## src/rtl/sync_fifo_lvl_pkg.sv

```systemverilog
// Shared definitions for the level-reporting synchronous FIFO.
package sync_fifo_lvl_pkg;

    typedef enum logic {
        FIFO_MODE_REG  = 1'b0,
        FIFO_MODE_FWFT = 1'b1
    } fifo_mode_e;

    // Pointer width: address bits plus one wrap bit.
    function automatic int unsigned ptr_bits(input int unsigned depth);
        return $clog2(depth) + 1;
    endfunction

endpackage

```

## src/rtl/sync_fifo_lvl_if.sv

```systemverilog
// Data/status bundle between a FIFO user (master) and sync_fifo_lvl (slave).
interface sync_fifo_lvl_if
    import sync_fifo_lvl_pkg::*;
#(
    parameter int unsigned WIDTH = 32,
    parameter int unsigned DEPTH = 128
);
    logic                         flush_i;
    logic [WIDTH-1:0]             wdata_i;
    logic                         we_i;
    logic                         re_i;
    logic [WIDTH-1:0]             rdata_o;
    logic                         rvalid_o;
    logic                         full_o;
    logic                         empty_o;
    logic                         almost_full_o;
    logic                         almost_empty_o;
    logic [ptr_bits(DEPTH)-1:0]   count_o;
    logic                         overflow_o;
    logic                         underflow_o;

    modport master (
        output flush_i, wdata_i, we_i, re_i,
        input  rdata_o, rvalid_o, full_o, empty_o, almost_full_o,
               almost_empty_o, count_o, overflow_o, underflow_o
    );

    modport slave (
        input  flush_i, wdata_i, we_i, re_i,
        output rdata_o, rvalid_o, full_o, empty_o, almost_full_o,
               almost_empty_o, count_o, overflow_o, underflow_o
    );
endinterface

```

## src/rtl/sync_fifo_lvl_mem.sv

```systemverilog
// Simple dual-port storage: synchronous write, asynchronous read.
module fifo_mem #(
    parameter int unsigned WIDTH = 32,
    parameter int unsigned DEPTH = 128
) (
    input  logic                     clk_i,
    input  logic                     we_i,
    input  logic [$clog2(DEPTH)-1:0] waddr_i,
    input  logic [WIDTH-1:0]         wdata_i,
    input  logic [$clog2(DEPTH)-1:0] raddr_i,
    output logic [WIDTH-1:0]         rdata_o
);
    logic [WIDTH-1:0] mem [DEPTH];

    always_ff @(posedge clk_i) begin
        if (we_i) mem[waddr_i] <= wdata_i;
    end

    assign rdata_o = mem[raddr_i];
endmodule

```

## src/rtl/sync_fifo_lvl.sv

```systemverilog
// Single-clock FIFO with fill level, almost-full/empty thresholds,
// synchronous flush and sticky overflow/underflow flags.
module sync_fifo_lvl
    import sync_fifo_lvl_pkg::*;
#(
    parameter int unsigned WIDTH     = 32,
    parameter int unsigned DEPTH     = 128,
    parameter int unsigned AFULL_TH  = DEPTH - 2,
    parameter int unsigned AEMPTY_TH = 1,
    parameter int unsigned FWFT      = 1
) (
    input  logic           clk_i,
    input  logic           rst_i,
    sync_fifo_lvl_if.slave bus
);
    localparam int unsigned AW = $clog2(DEPTH);
    localparam int unsigned PW = ptr_bits(DEPTH);
    localparam logic [PW-1:0] AFULL_LV  = PW'(AFULL_TH);
    localparam logic [PW-1:0] AEMPTY_LV = PW'(AEMPTY_TH);

    logic [PW-1:0]    w_ptr_q, w_ptr_d, r_ptr_q, r_ptr_d, count;
    logic             ovf_q, ovf_d, unf_q, unf_d;
    logic             full, empty, rd_ok, wr_ok;
    logic [WIDTH-1:0] mem_rdata;

    assign count = w_ptr_q - r_ptr_q;
    assign empty = (w_ptr_q == r_ptr_q);
    assign full  = (w_ptr_q[PW-1] != r_ptr_q[PW-1]) &&
                   (w_ptr_q[AW-1:0] == r_ptr_q[AW-1:0]);
    // A full FIFO still takes a write when a pop frees the slot this cycle.
    assign rd_ok = bus.re_i & ~empty;
    assign wr_ok = bus.we_i & (~full | rd_ok);

    always_comb begin
        w_ptr_d = w_ptr_q;
        r_ptr_d = r_ptr_q;
        ovf_d   = ovf_q;
        unf_d   = unf_q;
        if (bus.flush_i) begin
            w_ptr_d = '0;
            r_ptr_d = '0;
            ovf_d   = 1'b0;
            unf_d   = 1'b0;
        end else begin
            w_ptr_d = w_ptr_q + PW'(wr_ok);
            r_ptr_d = r_ptr_q + PW'(rd_ok);
            ovf_d   = ovf_q | (bus.we_i & ~wr_ok);
            unf_d   = unf_q | (bus.re_i & empty);
        end
    end

    always_ff @(posedge clk_i or posedge rst_i) begin
        if (rst_i) begin
            w_ptr_q <= '0;
            r_ptr_q <= '0;
            ovf_q   <= 1'b0;
            unf_q   <= 1'b0;
        end else begin
            w_ptr_q <= w_ptr_d;
            r_ptr_q <= r_ptr_d;
            ovf_q   <= ovf_d;
            unf_q   <= unf_d;
        end
    end

    fifo_mem #(
        .WIDTH (WIDTH),
        .DEPTH (DEPTH)
    ) u_mem (
        .clk_i   (clk_i),
        .we_i    (wr_ok & ~bus.flush_i),
        .waddr_i (w_ptr_q[AW-1:0]),
        .wdata_i (bus.wdata_i),
        .raddr_i (r_ptr_q[AW-1:0]),
        .rdata_o (mem_rdata)
    );

    generate
        if (FWFT == 32'(FIFO_MODE_FWFT)) begin : g_fwft
            assign bus.rdata_o  = empty ? '0 : mem_rdata;
            assign bus.rvalid_o = ~empty;
        end else begin : g_reg
            logic [WIDTH-1:0] rdata_q, rdata_d;
            logic             rvalid_q, rvalid_d;

            always_comb begin
                rdata_d  = rdata_q;
                rvalid_d = 1'b0;
                if (!bus.flush_i && rd_ok) begin
                    rdata_d  = mem_rdata;
                    rvalid_d = 1'b1;
                end
            end

            always_ff @(posedge clk_i or posedge rst_i) begin
                if (rst_i) begin
                    rdata_q  <= '0;
                    rvalid_q <= 1'b0;
                end else begin
                    rdata_q  <= rdata_d;
                    rvalid_q <= rvalid_d;
                end
            end

            assign bus.rdata_o  = rdata_q;
            assign bus.rvalid_o = rvalid_q;
        end
    endgenerate

    assign bus.full_o         = full;
    assign bus.empty_o        = empty;
    assign bus.almost_full_o  = (count >= AFULL_LV);
    assign bus.almost_empty_o = (count <= AEMPTY_LV);
    assign bus.count_o        = count;
    assign bus.overflow_o     = ovf_q;
    assign bus.underflow_o    = unf_q;
endmodule
```

## src/flat_wrapper.sv

```systemverilog
// flat-port wrapper written by rule: the top's interface ports become plain ports
module sync_fifo_lvl_flat import sync_fifo_lvl_pkg::*;
#(
    parameter int unsigned WIDTH     = 32,
    parameter int unsigned DEPTH     = 128,
    parameter int unsigned AFULL_TH  = DEPTH - 2,
    parameter int unsigned AEMPTY_TH = 1,
    parameter int unsigned FWFT      = 1
)
  (clk_i, rst_i, bus_flush_i, bus_wdata_i, bus_we_i, bus_re_i, bus_rdata_o, bus_rvalid_o, bus_full_o, bus_empty_o, bus_almost_full_o, bus_almost_empty_o, bus_count_o, bus_overflow_o, bus_underflow_o);
  sync_fifo_lvl_if #(.WIDTH(WIDTH), .DEPTH(DEPTH)) bus_i ();
  input  logic clk_i;
  input  logic rst_i;
  input wire logic [$bits(bus_i.flush_i)-1:0] bus_flush_i;
  input wire logic [$bits(bus_i.wdata_i)-1:0] bus_wdata_i;
  input wire logic [$bits(bus_i.we_i)-1:0] bus_we_i;
  input wire logic [$bits(bus_i.re_i)-1:0] bus_re_i;
  output wire logic [$bits(bus_i.rdata_o)-1:0] bus_rdata_o;
  output wire logic [$bits(bus_i.rvalid_o)-1:0] bus_rvalid_o;
  output wire logic [$bits(bus_i.full_o)-1:0] bus_full_o;
  output wire logic [$bits(bus_i.empty_o)-1:0] bus_empty_o;
  output wire logic [$bits(bus_i.almost_full_o)-1:0] bus_almost_full_o;
  output wire logic [$bits(bus_i.almost_empty_o)-1:0] bus_almost_empty_o;
  output wire logic [$bits(bus_i.count_o)-1:0] bus_count_o;
  output wire logic [$bits(bus_i.overflow_o)-1:0] bus_overflow_o;
  output wire logic [$bits(bus_i.underflow_o)-1:0] bus_underflow_o;
  assign bus_i.flush_i = bus_flush_i;
  assign bus_i.wdata_i = bus_wdata_i;
  assign bus_i.we_i = bus_we_i;
  assign bus_i.re_i = bus_re_i;
  assign bus_rdata_o = bus_i.rdata_o;
  assign bus_rvalid_o = bus_i.rvalid_o;
  assign bus_full_o = bus_i.full_o;
  assign bus_empty_o = bus_i.empty_o;
  assign bus_almost_full_o = bus_i.almost_full_o;
  assign bus_almost_empty_o = bus_i.almost_empty_o;
  assign bus_count_o = bus_i.count_o;
  assign bus_overflow_o = bus_i.overflow_o;
  assign bus_underflow_o = bus_i.underflow_o;
  sync_fifo_lvl #(.WIDTH(WIDTH), .DEPTH(DEPTH), .AFULL_TH(AFULL_TH), .AEMPTY_TH(AEMPTY_TH), .FWFT(FWFT)) u_core (.clk_i(clk_i), .rst_i(rst_i), .bus(bus_i));
endmodule
```

## config.mk

```make
export PLATFORM = sky130hd
export DESIGN_NAME = sync_fifo_lvl_flat
export DESIGN_NICKNAME = d
export VERILOG_FILES = /design/src/rtl/sync_fifo_lvl_pkg.sv /design/src/rtl/sync_fifo_lvl_if.sv /design/src/rtl/sync_fifo_lvl_mem.sv /design/src/rtl/sync_fifo_lvl.sv /design/src/flat_wrapper.sv
export SDC_FILE = /design/constraint.sdc
export NUM_CORES = 2
export LEC_CHECK = 0
export ABC_AREA = 1
export BUFFER_PORTS_ARGS = -buffer_cell sky130_fd_sc_hd__clkbuf_2
export CORE_ASPECT_RATIO = 1.1
export CORE_MARGIN = 4
export CORE_UTILIZATION = 48
export DETAILED_ROUTE_END_ITERATION = 10
export HOLD_SLACK_MARGIN = 0.15
export PLACE_DENSITY = 0.64
export SLEW_MARGIN = 10
export SYNTH_ARGS = -nofsm -noshare
export SYNTH_HDL_FRONTEND = slang
export SYNTH_HIERARCHICAL = 1
export SYNTH_SLANG_ARGS = --single-unit
export TNS_END_PERCENT = 100
```

## constraint.sdc

```tcl
create_clock -name clk_i -period 4.1 [get_ports clk_i]
set_input_delay 0.205 -clock clk_i [delete_from_list [all_inputs] [get_ports clk_i]]
set_output_delay 0.205 -clock clk_i [all_outputs]
set_load 0.01 [all_outputs]
```

==> impl_metrics.tcl <==
set metrics [dict create \
    status "complete, but fails checks" \
    violations "setup timing" \
    ant_nets 0 \
    core_area_um2 342600 \
    multi_input_area_um2 39740 \
    initial_utilization_pct 48.35 \
    worstSkewPairLatency_ps 940 \
    clk_pin_slew_ps 60 \
    grt_start_max_net_pins 129 \
    grt_pass1_vias 104768 \
    synth_top_family_by_area "simple AND/OR/NAND/NOR gates" \
    io_buffers 83 \
    cts_tree "yes" \
    end_kind "output port" \
    hp-class "input port to flip-flop" \
    synth_edf_count 4096 \
    syn_area_um2 165700 \
    critical_path_class "flip-flop to output port" \
    dieArea_um2 354600 \
    fin_skew_ps 58.79 \
    rsz0062_at_grt "true" \
    critPathLaunchType "flip-flop" \
    place_ws_ps -33.97 \
    wirelength_um 516500 \
    regArea_um2 123500 \
    first_pass_iters 8 \
    min_period_ps 4141 \
    power_mw 99.94 \
    synth_largest_area_cell "edfxtp_1" \
    async_reset_ff_share_pct 0.4375 \
    synth.area.mux_share_pct 0 \
    hold_viol 0 \
    io_pins 84 \
    layout.nets 13885 \
    synth-seq-area-share_pct 74.52 \
    drc 0 \
    vias 112392 \
    powerDensity_nw_per_um2 518.1 \
    postLayoutSetupSlackWorst_ps -41.05 \
    clock-sinks 4114 \
    rows 225 \
    htreeDepth 5 \
    cap_violations 0 \
    place_congestion 0.8653 \
    fin_util_pct 56.30 \
    drv_slew 0 \
    root_buffer "clkbuf_16" \
    fmax_mhz 241.5 \
    clock_path_buffers 4 \
    areaGrowthSynthToFinish_pct 16.43 \
    hold_ws_ps 331.2 \
    synthTopCellsByCount "4230 x nand2_1, 4096 x edfxtp_1, 4052 x nand3_1" \
    drt_iter0_markers 15448 \
    overflow 0 \
    fill_cells 26876 \
    synthesis.nets 13681 \
    synthCells 13632 \
    yosys_register_bits 4114 \
    track_usage_pct 28.09 \
    required_ps 3890 \
    synth_area_leaders "edfxtp_1 74%, nand3_1 12%, nand2_1 9.6%, buf_2 1.8%, buf_4 0.39%" \
    synth.most_common_cell "nand2_1" \
    vdd_drop_max_uv 572.1 \
    grt_pass1_wl_um 733600 \
    drive_gt1_share_pct 11.62 \
    die_w_um 568.1 \
    cp.arrival_ps 3940 \
    yosysTopAreaCellShare_pct 74.25 \
    max_slew_margin_pct 14.34 \
    setup_viol 4 \
    via_per_inst 6.010 \
    synth-warning-count 6 \
    placed_area_um2 174800 \
    synthSimpleGateAreaFrac_pct 22.30 \
    cts_buffers 402 \
    synth-xor-area-share_pct 0.005287 \
    worst_pin_slew_ps 1285 \
    p_leak_nw 67.10 \
    synth_ff_type "edfxtp_1" \
    critPathMaxFanout 11 \
    synth_cell_types 26 \
    finalInstanceArea_um2 192900 \
    synthAdderAreaFrac_pct 0.09516 \
    antenna_found_initial 21 \
    synth_compound_area_share_pct 0.06646 \
    period_share_pct 101.0 \
    wl_per_cell_um 27.62 \
    synth_area_per_cell_um2 12.15 \
    die_y_um 624.2 \
    dp_hpwl_um 273600 \
]
## worst max-delay path, cell delays in order, from the launching register on
cell and delay, ps:
dfrtp_4 500, buf_8 180, clkinv_16 120, buf_16 180, buf_4 160, buf_6 180, bufbuf_16 320, nand2_1 60
nand3_1 60, nand3_1 80, nand3_1 130, nand3_4 130, nand3_1 120, nand3_1 170, nand2_1 120, nand2_1 120
inv_1 110, clkbuf_4 190
## timing repair
item / CTS / global route
endpoints found under the hold margin: 2593 / 0
resized for setup: 271 / 190
hold buffers: 45 / 0
endpoints found under the setup margin: 32 / 32
buffers inserted: 30 / 13
pin swaps: 5 / 8
cloned: 46 / 25
## area by class of cell
cell class                      count  area share [%]
Sequential cell                  4114           64.01
Multi-Input combinational cell   8506           20.60
Clock buffer                      486           5.522
Timing Repair Buffer              710           5.455
Tap cell                         4540           2.945
Clock inverter                    230           1.185
Inverter                           97          0.2335
Timing Repair inverter              5         0.02789
Antenna cell                       12         0.01557
## cells in the final DEF, fill, tap and decap left out, types with 7 or more instances in the layout
cell type,instances
nand2_1,4193
edfxtp_1,4096
nand3_1,3843
clkbuf_16,440
buf_4,252
buf_12,202
nand3_2,159
nor2_4,129
clkinv_1,84
inv_1,79
clkinv_2,75
buf_16,73
clkbuf_1,71
nand3_4,51
clkbuf_2,50
dlygate4sd3_1,45
bufinv_16,44
nand2_2,40
nor2_1,32
buf_6,29
bufbuf_16,24
clkinvlp_4,15
a21oi_1,14
diode_2,12
dfrtp_1,12
ha_1,11
nor3_1,10
inv_6,9
buf_8,9
inv_2,8
o21ai_0,8
nand2_4,7
## where the power goes
group	internal, mW	switching (mW)	total [mW]
clock network	21.2	15.6	36.8
registers	46.3	0.0205	46.3
logic	5.44	11.4	16.8
total	72.9	27.0	99.9
## state kept, by name, summed over array words and instances (netlist names)
signal,count
u_core/r_ptr_q,8
u_core/bus.overflow_o,1
u_core/w_ptr_q,8
u_core/u_mem/mem,4096
u_core/bus.underflow_o,1
## metal layers
layer / GRT usage (%) / routed length, um / up-vias
met5: 0 / 50 / -
met4: 15.05 / 31070 / 8
met3: 4.764 / 55050 / 1119
met2: 44.59 / 241200 / 6820
met1: 37.25 / 189100 / 55269
li1: - / - / 49176
## path summary, 6_finish.rpt
kind,from,slack [ps],endpoint,depth (start not counted)
setup / recovery,u_core/r_ptr_q[0],-40,bus_rdata_o[19],17
hold / removal,bus_wdata_i[7],330,u_core/u_mem/mem[74][7],3
setup reg to reg,u_core/r_ptr_q[1],420,u_core/u_mem/mem[27][6],14
hold reg to reg,u_core/bus.underflow_o,530,u_core/bus.underflow_o,2
max in group asynchronous,rst_i,2970,u_core/r_ptr_q[0],4
min in group asynchronous,rst_i,520,u_core/r_ptr_q[7],4
## cells by family after synthesis
group                    Yosys count
AND/OR/NAND/NOR                 8471
adder cells (fa/ha/maj)           12
flip-flops                      4114
XOR/XNOR                           1
buffers and inverters           1012
AO/OA/AOI/OAI                     22
## through the flow
step / setup TNS (ps) / std cells
2_1_floorplan: 0 / 13632
3_3_place_gp: -64.94 / 17813
3_5_place_dp: -33.97 / 17813
4_1_cts: -2715 / 18650
5_1_grt: -992.8 / 18691
6_report: -114.2 / 18700
(Power assumes the default switching activity.)
